--- src/rtl/inst_fetch_if.sv ---
// inst_fetch_if: PC-in, instruction-memory and decode-side handshake bundle of inst_fetch.
// master is the fetch block's view; slave is the surrounding pipeline and memory.
interface inst_fetch_if;
    logic [31:0] pc_i;
    logic        pc_valid_i;
    logic        pc_ready_o;
    logic        imem_req_o;
    logic [31:0] imem_addr_o;
    logic [31:0] imem_rdata_i;
    logic        imem_ack_i;
    logic        flush_i;
    logic        id_ready_i;
    logic [31:0] inst_o;
    logic [31:0] inst_pc_o;
    logic        inst_valid_o;
    modport master (
        input  pc_i, pc_valid_i, imem_rdata_i, imem_ack_i, flush_i, id_ready_i,
        output pc_ready_o, imem_req_o, imem_addr_o, inst_o, inst_pc_o, inst_valid_o
    );
    modport slave (
        output pc_i, pc_valid_i, imem_rdata_i, imem_ack_i, flush_i, id_ready_i,
        input  pc_ready_o, imem_req_o, imem_addr_o, inst_o, inst_pc_o, inst_valid_o
    );
endinterface

--- src/rtl/inst_fetch.sv ---
// inst_fetch: single-outstanding instruction fetch with a DEPTH-entry FIFO toward decode.
// Define IF_BYPASS_EN to forward ack data straight to decode when the queue is empty.
module inst_fetch #(
    parameter int          DEPTH    = 2,
    parameter logic [31:0] NOP_INST = 32'h00000013
) (
    input logic         clk,
    input logic         rst,
    inst_fetch_if.master bus
);
    localparam int AW = $clog2(DEPTH);
    typedef enum logic [1:0] {IDLE, REQ, DRAIN} state_e;
    state_e        state_q, state_d;
    logic [31:0]   addr_q, addr_d;
    logic [AW:0]   count_q, count_d;
    logic [AW-1:0] wptr_q, wptr_d, rptr_q, rptr_d;
    logic [31:0]   data_mem [DEPTH];
    logic [31:0]   pc_mem [DEPTH];
    logic          full, accept, ack_ok, byp, push, pop, has_entry;
    assign full      = count_q == (AW+1)'(DEPTH);
    assign has_entry = count_q != '0;
    assign bus.pc_ready_o = state_q == IDLE && !full && !bus.flush_i;
    assign accept    = bus.pc_valid_i && bus.pc_ready_o;
    assign ack_ok    = state_q == REQ && bus.imem_ack_i && !bus.flush_i;
`ifdef IF_BYPASS_EN
    assign byp = ack_ok && !has_entry;
`else
    assign byp = 1'b0;
`endif
    // A bypassed word consumed by decode in its ack cycle never enters the queue.
    assign push = ack_ok && !(byp && bus.id_ready_i);
    assign pop  = has_entry && bus.id_ready_i;
    assign bus.imem_req_o   = state_q != IDLE;
    assign bus.imem_addr_o  = addr_q;
    assign bus.inst_valid_o = has_entry || byp;
    assign bus.inst_o    = byp ? bus.imem_rdata_i : has_entry ? data_mem[rptr_q] : NOP_INST;
    assign bus.inst_pc_o = byp ? addr_q : has_entry ? pc_mem[rptr_q] : 32'h0;
    always_comb begin
        state_d = state_q;
        addr_d  = accept ? bus.pc_i : addr_q;
        case (state_q)
            IDLE:    state_d = accept ? REQ : IDLE;
            REQ:     state_d = bus.imem_ack_i ? IDLE : bus.flush_i ? DRAIN : REQ;
            DRAIN:   state_d = bus.imem_ack_i ? IDLE : DRAIN;
            default: state_d = IDLE;
        endcase
    end
    always_comb begin
        count_d = bus.flush_i ? '0 : count_q + (AW+1)'(push) - (AW+1)'(pop);
        wptr_d  = bus.flush_i ? '0 : push ? wptr_q + AW'(1) : wptr_q;
        rptr_d  = bus.flush_i ? '0 : pop ? rptr_q + AW'(1) : rptr_q;
    end
    always_ff @(posedge clk or posedge rst) begin
        if (rst) begin
            state_q <= IDLE;
            addr_q  <= '0;
            count_q <= '0;
            wptr_q  <= '0;
            rptr_q  <= '0;
        end else begin
            state_q <= state_d;
            addr_q  <= addr_d;
            count_q <= count_d;
            wptr_q  <= wptr_d;
            rptr_q  <= rptr_d;
        end
    end
    always_ff @(posedge clk) begin
        if (push) begin
            data_mem[wptr_q] <= bus.imem_rdata_i;
            pc_mem[wptr_q]   <= addr_q;
        end
    end
endmodule
--- src/flat_wrapper.sv ---
// flat-port wrapper written by rule: the top's interface ports become plain ports
module inst_fetch_flat 
#(
    parameter int          DEPTH    = 2,
    parameter logic [31:0] NOP_INST = 32'h00000013
)
  (clk, rst, bus_pc_i, bus_pc_valid_i, bus_imem_rdata_i, bus_imem_ack_i, bus_flush_i, bus_id_ready_i, bus_pc_ready_o, bus_imem_req_o, bus_imem_addr_o, bus_inst_o, bus_inst_pc_o, bus_inst_valid_o);
  inst_fetch_if bus_i ();
  input logic clk;
  input logic rst;
  input wire logic [$bits(bus_i.pc_i)-1:0] bus_pc_i;
  input wire logic [$bits(bus_i.pc_valid_i)-1:0] bus_pc_valid_i;
  input wire logic [$bits(bus_i.imem_rdata_i)-1:0] bus_imem_rdata_i;
  input wire logic [$bits(bus_i.imem_ack_i)-1:0] bus_imem_ack_i;
  input wire logic [$bits(bus_i.flush_i)-1:0] bus_flush_i;
  input wire logic [$bits(bus_i.id_ready_i)-1:0] bus_id_ready_i;
  output wire logic [$bits(bus_i.pc_ready_o)-1:0] bus_pc_ready_o;
  output wire logic [$bits(bus_i.imem_req_o)-1:0] bus_imem_req_o;
  output wire logic [$bits(bus_i.imem_addr_o)-1:0] bus_imem_addr_o;
  output wire logic [$bits(bus_i.inst_o)-1:0] bus_inst_o;
  output wire logic [$bits(bus_i.inst_pc_o)-1:0] bus_inst_pc_o;
  output wire logic [$bits(bus_i.inst_valid_o)-1:0] bus_inst_valid_o;
  assign bus_i.pc_i = bus_pc_i;
  assign bus_i.pc_valid_i = bus_pc_valid_i;
  assign bus_i.imem_rdata_i = bus_imem_rdata_i;
  assign bus_i.imem_ack_i = bus_imem_ack_i;
  assign bus_i.flush_i = bus_flush_i;
  assign bus_i.id_ready_i = bus_id_ready_i;
  assign bus_pc_ready_o = bus_i.pc_ready_o;
  assign bus_imem_req_o = bus_i.imem_req_o;
  assign bus_imem_addr_o = bus_i.imem_addr_o;
  assign bus_inst_o = bus_i.inst_o;
  assign bus_inst_pc_o = bus_i.inst_pc_o;
  assign bus_inst_valid_o = bus_i.inst_valid_o;
  inst_fetch #(.DEPTH(DEPTH), .NOP_INST(NOP_INST)) u_core (.clk(clk), .rst(rst), .bus(bus_i));
endmodule
--- config.mk ---
export PLATFORM = sky130hd
export DESIGN_NAME = inst_fetch_flat
export DESIGN_NICKNAME = d
export VERILOG_FILES = /design/src/rtl/inst_fetch_if.sv /design/src/rtl/inst_fetch.sv /design/src/flat_wrapper.sv
export SDC_FILE = /design/constraint.sdc
export NUM_CORES = 1
export LEC_CHECK = 0
export BUFFER_PORTS_ARGS = -buffer_cell sky130_fd_sc_hd__buf_2
export CELL_PAD_IN_SITES_DETAIL_PLACEMENT = 0
export CELL_PAD_IN_SITES_GLOBAL_PLACEMENT = 1
export CORE_UTILIZATION = 45
export DETAILED_ROUTE_END_ITERATION = 8
export PLACE_DENSITY = 0.93
export SYNTH_ARGS = -nofsm -noshare
export SYNTH_HDL_FRONTEND = slang
export SYNTH_SLANG_ARGS = --single-unit
--- constraint.sdc ---
create_clock -name clk -period 7.7 [get_ports clk]
set_clock_uncertainty 0.05 [all_clocks]
set_input_delay 0.385 -clock clk [delete_from_list [all_inputs] [get_ports clk]]
set_output_delay 0.385 -clock clk [all_outputs]
set_load 0.005 [all_outputs]
# Yosys cells after proc, flatten, opt, wreduce, memory -nomap -nowiden
# Memories as Yosys holds them, arrays and structs flattened.
# Index checks and enable logic that the tools add are counted.
# W data, S select, Z words.
[classes]
add_sub_neg = 4
n_eq_ne = 3
reduce_logical = 13
mux = 14
[ops]
columns = ["op", "n"]
rows = [
  ["$mux W32", 2],
  ["$mux W2", 4],
  ["$reduce_bool A2 Y1", 4],
  ["$mux W1", 7],
  ["$logic_and A1 B1 Y1", 6],
  ["$pmux W2 S3", 1],
  ["$eq A2 B2 Y1 const B", 2],
  ["$add A1 B1 Y1 const B", 2],
  ["$add A2 B1 Y2", 1],
  ["$eq A2 B1 Y1 const B", 1],
  ["$logic_not A1 Y1", 2],
  ["$logic_not A2 Y1", 1],
  ["$sub A2 B1 Y2", 1],
]
[word_totals]
inputBits = 70
ram_bits = 128
memories = 2
reg_bits = 38
output_inout_bits = 99
word_cells = 41
[memory_table]
columns = ["memory", "depth", "width", "read_ports", "rd_ports_with_merged_regs", "wr", "line", "text"]
rows = [
  ["u_core.data_mem", 2, 32, 1, 0, 1, "inst_fetch.sv:17", "logic [31:0] data_mem [DEPTH];"],
  ["u_core.pc_mem", 2, 32, 1, 0, 1, "inst_fetch.sv:18", "logic [31:0] pc_mem [DEPTH];"],
]

# Logic depth before layout (Yosys ltp)
[logic_depth]
depth_word = 7
mapped_depth = 7
mapped_depth_nobuf = 7

# Worst setup path before layout
# Ideal clock, no wire load.
[synth_path]
kind = "register to register"
from = "reg u_core.state_q[1]"
to = "mem u_core.data_mem[0][0], enable pin"
period_less_slack_ns = 4.137
t_arrival_ns = 3.593
n_path_buf = 0
stages_incl_launch_ff = 4
setup_ns = 0.494
required_ns = 7.156
slack_ns = 3.563
cell_sequence = "dfrtp_1 nor2_1 and3_1 nor2b_1"
[synth_via]
elab_chain_len = 5
[synth_rtl]
columns = ["item", "line", "text"]
rows = [
  ["start: declaration", "inst_fetch.sv:13", "state_e state_q, state_d;"],
  ["start signal: assignment", "inst_fetch.sv:61", "state_q <= state_d;"],
  ["$eq A2 B1 Y1", "inst_fetch.sv:24", "assign ack_ok = state_q == REQ && bus.imem_ack_i && !bus.flush_i;"],
  ["$logic_and A1 B1 Y1 (2 in series)", "inst_fetch.sv:24", ""],
  ["$mux W1", "inst_fetch.sv:69", "if (push) begin"],
  ["$mux W1 (implied by the code)", "inst_fetch.sv:70", "data_mem[wptr_q] <= bus.imem_rdata_i;"],
  ["end: declaration", "inst_fetch.sv:17", ""],
]
# Every way passes these cells.

# Worst setup path after layout
[layout_path]
from = "reg u_core.rptr_q"
to = "out bus_inst_o[1]"
[layout_via]
elab_chain_len = 2
[layout_rtl]
columns = ["item", "line", "text"]
rows = [
  ["start: declaration", "inst_fetch.sv:16", "logic [AW-1:0] wptr_q, wptr_d, rptr_q, rptr_d;"],
  ["start signal: assignment", "inst_fetch.sv:65", "rptr_q <= rptr_d;"],
  ["$mem_v2 Z2 W32", "n/a", ""],
  ["$mux W32", "inst_fetch.sv:36", "assign bus.inst_o = byp ? bus.imem_rdata_i : has_entry ? data_mem[rptr_q] : NOP_INST;"],
  ["end: declaration", "flat_wrapper.sv:20", "output wire logic [$bits(bus_i.inst_o)-1:0] bus_inst_o;"],
]
# Every way passes these cells.

==> results.yml <==
yosys:
  synth-seq-cells: 166
  synthSimpleGateAreaFrac: 0.0527
  syn_nets: 446
  synth_compound_area_frac: 0.00233
  ys_seq_area_frac: 0.745
  synth_fa_ha_area_frac: 0.00389
  synthXorXnorAreaFrac: 0.00544
  synth_top_family_by_area: "multiplexers"
  avgSynthCellArea_um2: 17.2
  synth_mux_area_frac: 0.172
  synth.distinct_cells: 25
  synth_area_um2: 6440
  synthCells: 374
  synth_edf_count: 128
  synth_flop_cell: "edfxtp_1"
  yosys_warnings: 0
  synthArstFlopShare: 0.229
timing:
  hold_viol_final: 0
  period_minus_slack_ps: 2620
  setup_violations: 0
  max_freq_ghz: 0.381
  fin_crit_sh: 0.341
  slew_violations: 0
  slew_headroom: 0.252
  tns_ps: 0
  rsz0062_at_grt: "false"
  tightestPinTransition_ps: 1120
layout:
  drive_above_1_share: 0.427
  mostFrequentLayoutCell: "buf_2"
  synthToLayoutAreaGrowth_pct: 25.3
  final_cell_mix: "168 x buf_2, 128 x edfxtp_1, 65 x nor2_1"
  seq_area_um2: 4800
  multi_input_area_um2: 1560
  n_antenna_cell: 0
  fin_nets: 619
  postLayoutCoreUtil: 0.579
  n_fill_cell: 1088
clock_tree:
  clkTransAtPathRegs_ps: 60
  ctsHoldBuffers: 0
  cts_setup_buffers: 0
  clockBufferDepth: 2
  cts.sinks: 166
  clk_latency_ps: 420
  cts_buffers: 17
  cts_resized: 0
  cts_tree: "built"
  cts-root-buf: "clkbuf_16"
  htreeDepth: 4
grt:
  grt_max_degree: 66
  antenna_found_initial: 0
  grt_pass1_vias: 3616
  grt_pass1_wl_um: 17600
  overflow: 0
  grt_use_total: 0.164
hold_path:
  hp-class: "in2async"
detailed_routing:
  drtPass1Iterations: 4
  vias: 3586
  drt_iter0_drc: 138
  wl_um: 11300
  drc: 0
  drtAntennaViolNets: 0
  avgRoutedWirePerCell_um: 15.3
  vias_per_cell: 4.85
critical_path:
  path_max_fanout: 65
  required_ps: 7260
  cp-start-kind: "register"
  worstPathArrival_ps: 2190
  end_kind: "output port"
  path_class: "reg2out"
power_and_ir_drop:
  power_frac_clock: 0.286
  finalPower_mw: 2.97
  ir_drop_mv: 0.186
  p_int_mw: 2.10
  net-switching-power_uw: 864
  leakagePower_nw: 3.30
  p_per_area_nw_per_um2: 368
  sw_frac_of_total: 0.291
  seqPwrFrac: 0.444
  pwr-share-comb: 0.270
floorplan:
  die_w_um: 122
  core_um2: 13900
  rows: 43
  die_h_um: 122
  start_util: 0.462
  die_area_um2: 14800
  io_pins: 169
placement:
  hpwl_um: 7330
  place_congestion: 0.726
  io_buffers: 168
job:
  drv_cap: 0
run_status:
  outcome: "complete, no violations"
[path summary, 6_finish.rpt]
path	end	slack [ps]	cells past startpoint	startpoint
max	bus_inst_o[1]	5080	3	u_core.rptr_q$_DFFE_PP0P_
min	u_core.bus.imem_addr_o[12]$_DFFE_PP0P_	20	3	rst
max reg2reg	u_core.data_mem[0][6]$_DFFE_PP_	5500	4	u_core.state_q[1]$_DFF_PP0_
min reg2reg	u_core.pc_mem[1][15]$_DFFE_PP_	450	0	u_core.bus.imem_addr_o[15]$_DFFE_PP0P_
max in group asynchronous	u_core.rptr_q$_DFFE_PP0P_	7200	3	rst
min in group clk	u_core.data_mem[1][29]$_DFFE_PP_	100	1	bus_imem_rdata_i[29]
[layer usage]
metal,global-route usage,up-vias,share of wire
li1,-,1710,-
met4,0.0702,0,0.015
met5,0,-,0
met2,0.267,117,0.50
met3,0.0543,17,0.054
met1,0.199,1742,0.43
[cell usage after synthesis, types with 4 or more instances]
master / count / area [um^2]
edfxtp_1: 128 / 3840
nor2_1: 66 / 248
mux2i_1: 64 / 641
dfrtp_1: 38 / 951
mux2_4: 29 / 435
buf_2: 7 / 35.0
clkbuf_1: 6 / 22.5
inv_1: 5 / 18.8
nand2_1: 4 / 15.0
[critical path, stage by stage (launching register included)]
cell	delay, ps
dfrtp_4	1160
mux2i_1	330
nand2_1	90
buf_2	130
[kinds of logic after synthesis]
group / Yosys count
compound gates: 3
xor+xnor: 4
fa+ha+maj: 2
buf+inv: 22
flops: 166
mux: 96
simple gates: 81
[state kept, by name (all words and copies together) (netlist names)]
name / cells
u_core.data_mem: 64
u_core.pc_mem: 64
u_core.bus.imem_addr_o: 32
u_core.count_q: 2
u_core.state_q: 2
u_core.rptr_q: 1
u_core.wptr_q: 1
[cell type report]
| type | count | area share |
|---|---|---|
| Sequential cell | 166 | 0.595 |
| Clock buffer | 21 | 0.0599 |
| Tap cell | 180 | 0.0279 |
| Multi-Input combinational cell | 186 | 0.193 |
| Timing Repair Buffer | 171 | 0.107 |
| Clock inverter | 11 | 0.0150 |
| Inverter | 5 | 0.00233 |
[metrics by stage]
stage                     worst slack [ps]  cells  hold WS (ps)  area [um^2]
final                                 5080    740          24.3         8070
after global routing                  4880    740          65.5         8070
after CTS                             5020    740          25.4         8070
after detailed placement              5360    708           432         7460
after global placement                5450    708           431         7460
after floorplan                       3560    374           398         6440
[power by group through the flow]
| stage | Sequential (mW) | Clock [mW] | Combinational (mW) |
|---|---|---|---|
| 6_report | 1.32 | 0.847 | 0.802 |
| 5_1_grt | 1.34 | 0.903 | 0.888 |
| 4_1_cts | 1.32 | 0.863 | 0.820 |
| 3_5_place_dp | 1.34 | 0 | 0.815 |
| 3_3_place_gp | 1.32 | 0 | 0.801 |
| 2_1_floorplan | 1.25 | 0 | 0.525 |
Note: power is estimated with default switching activity, not from simulation.
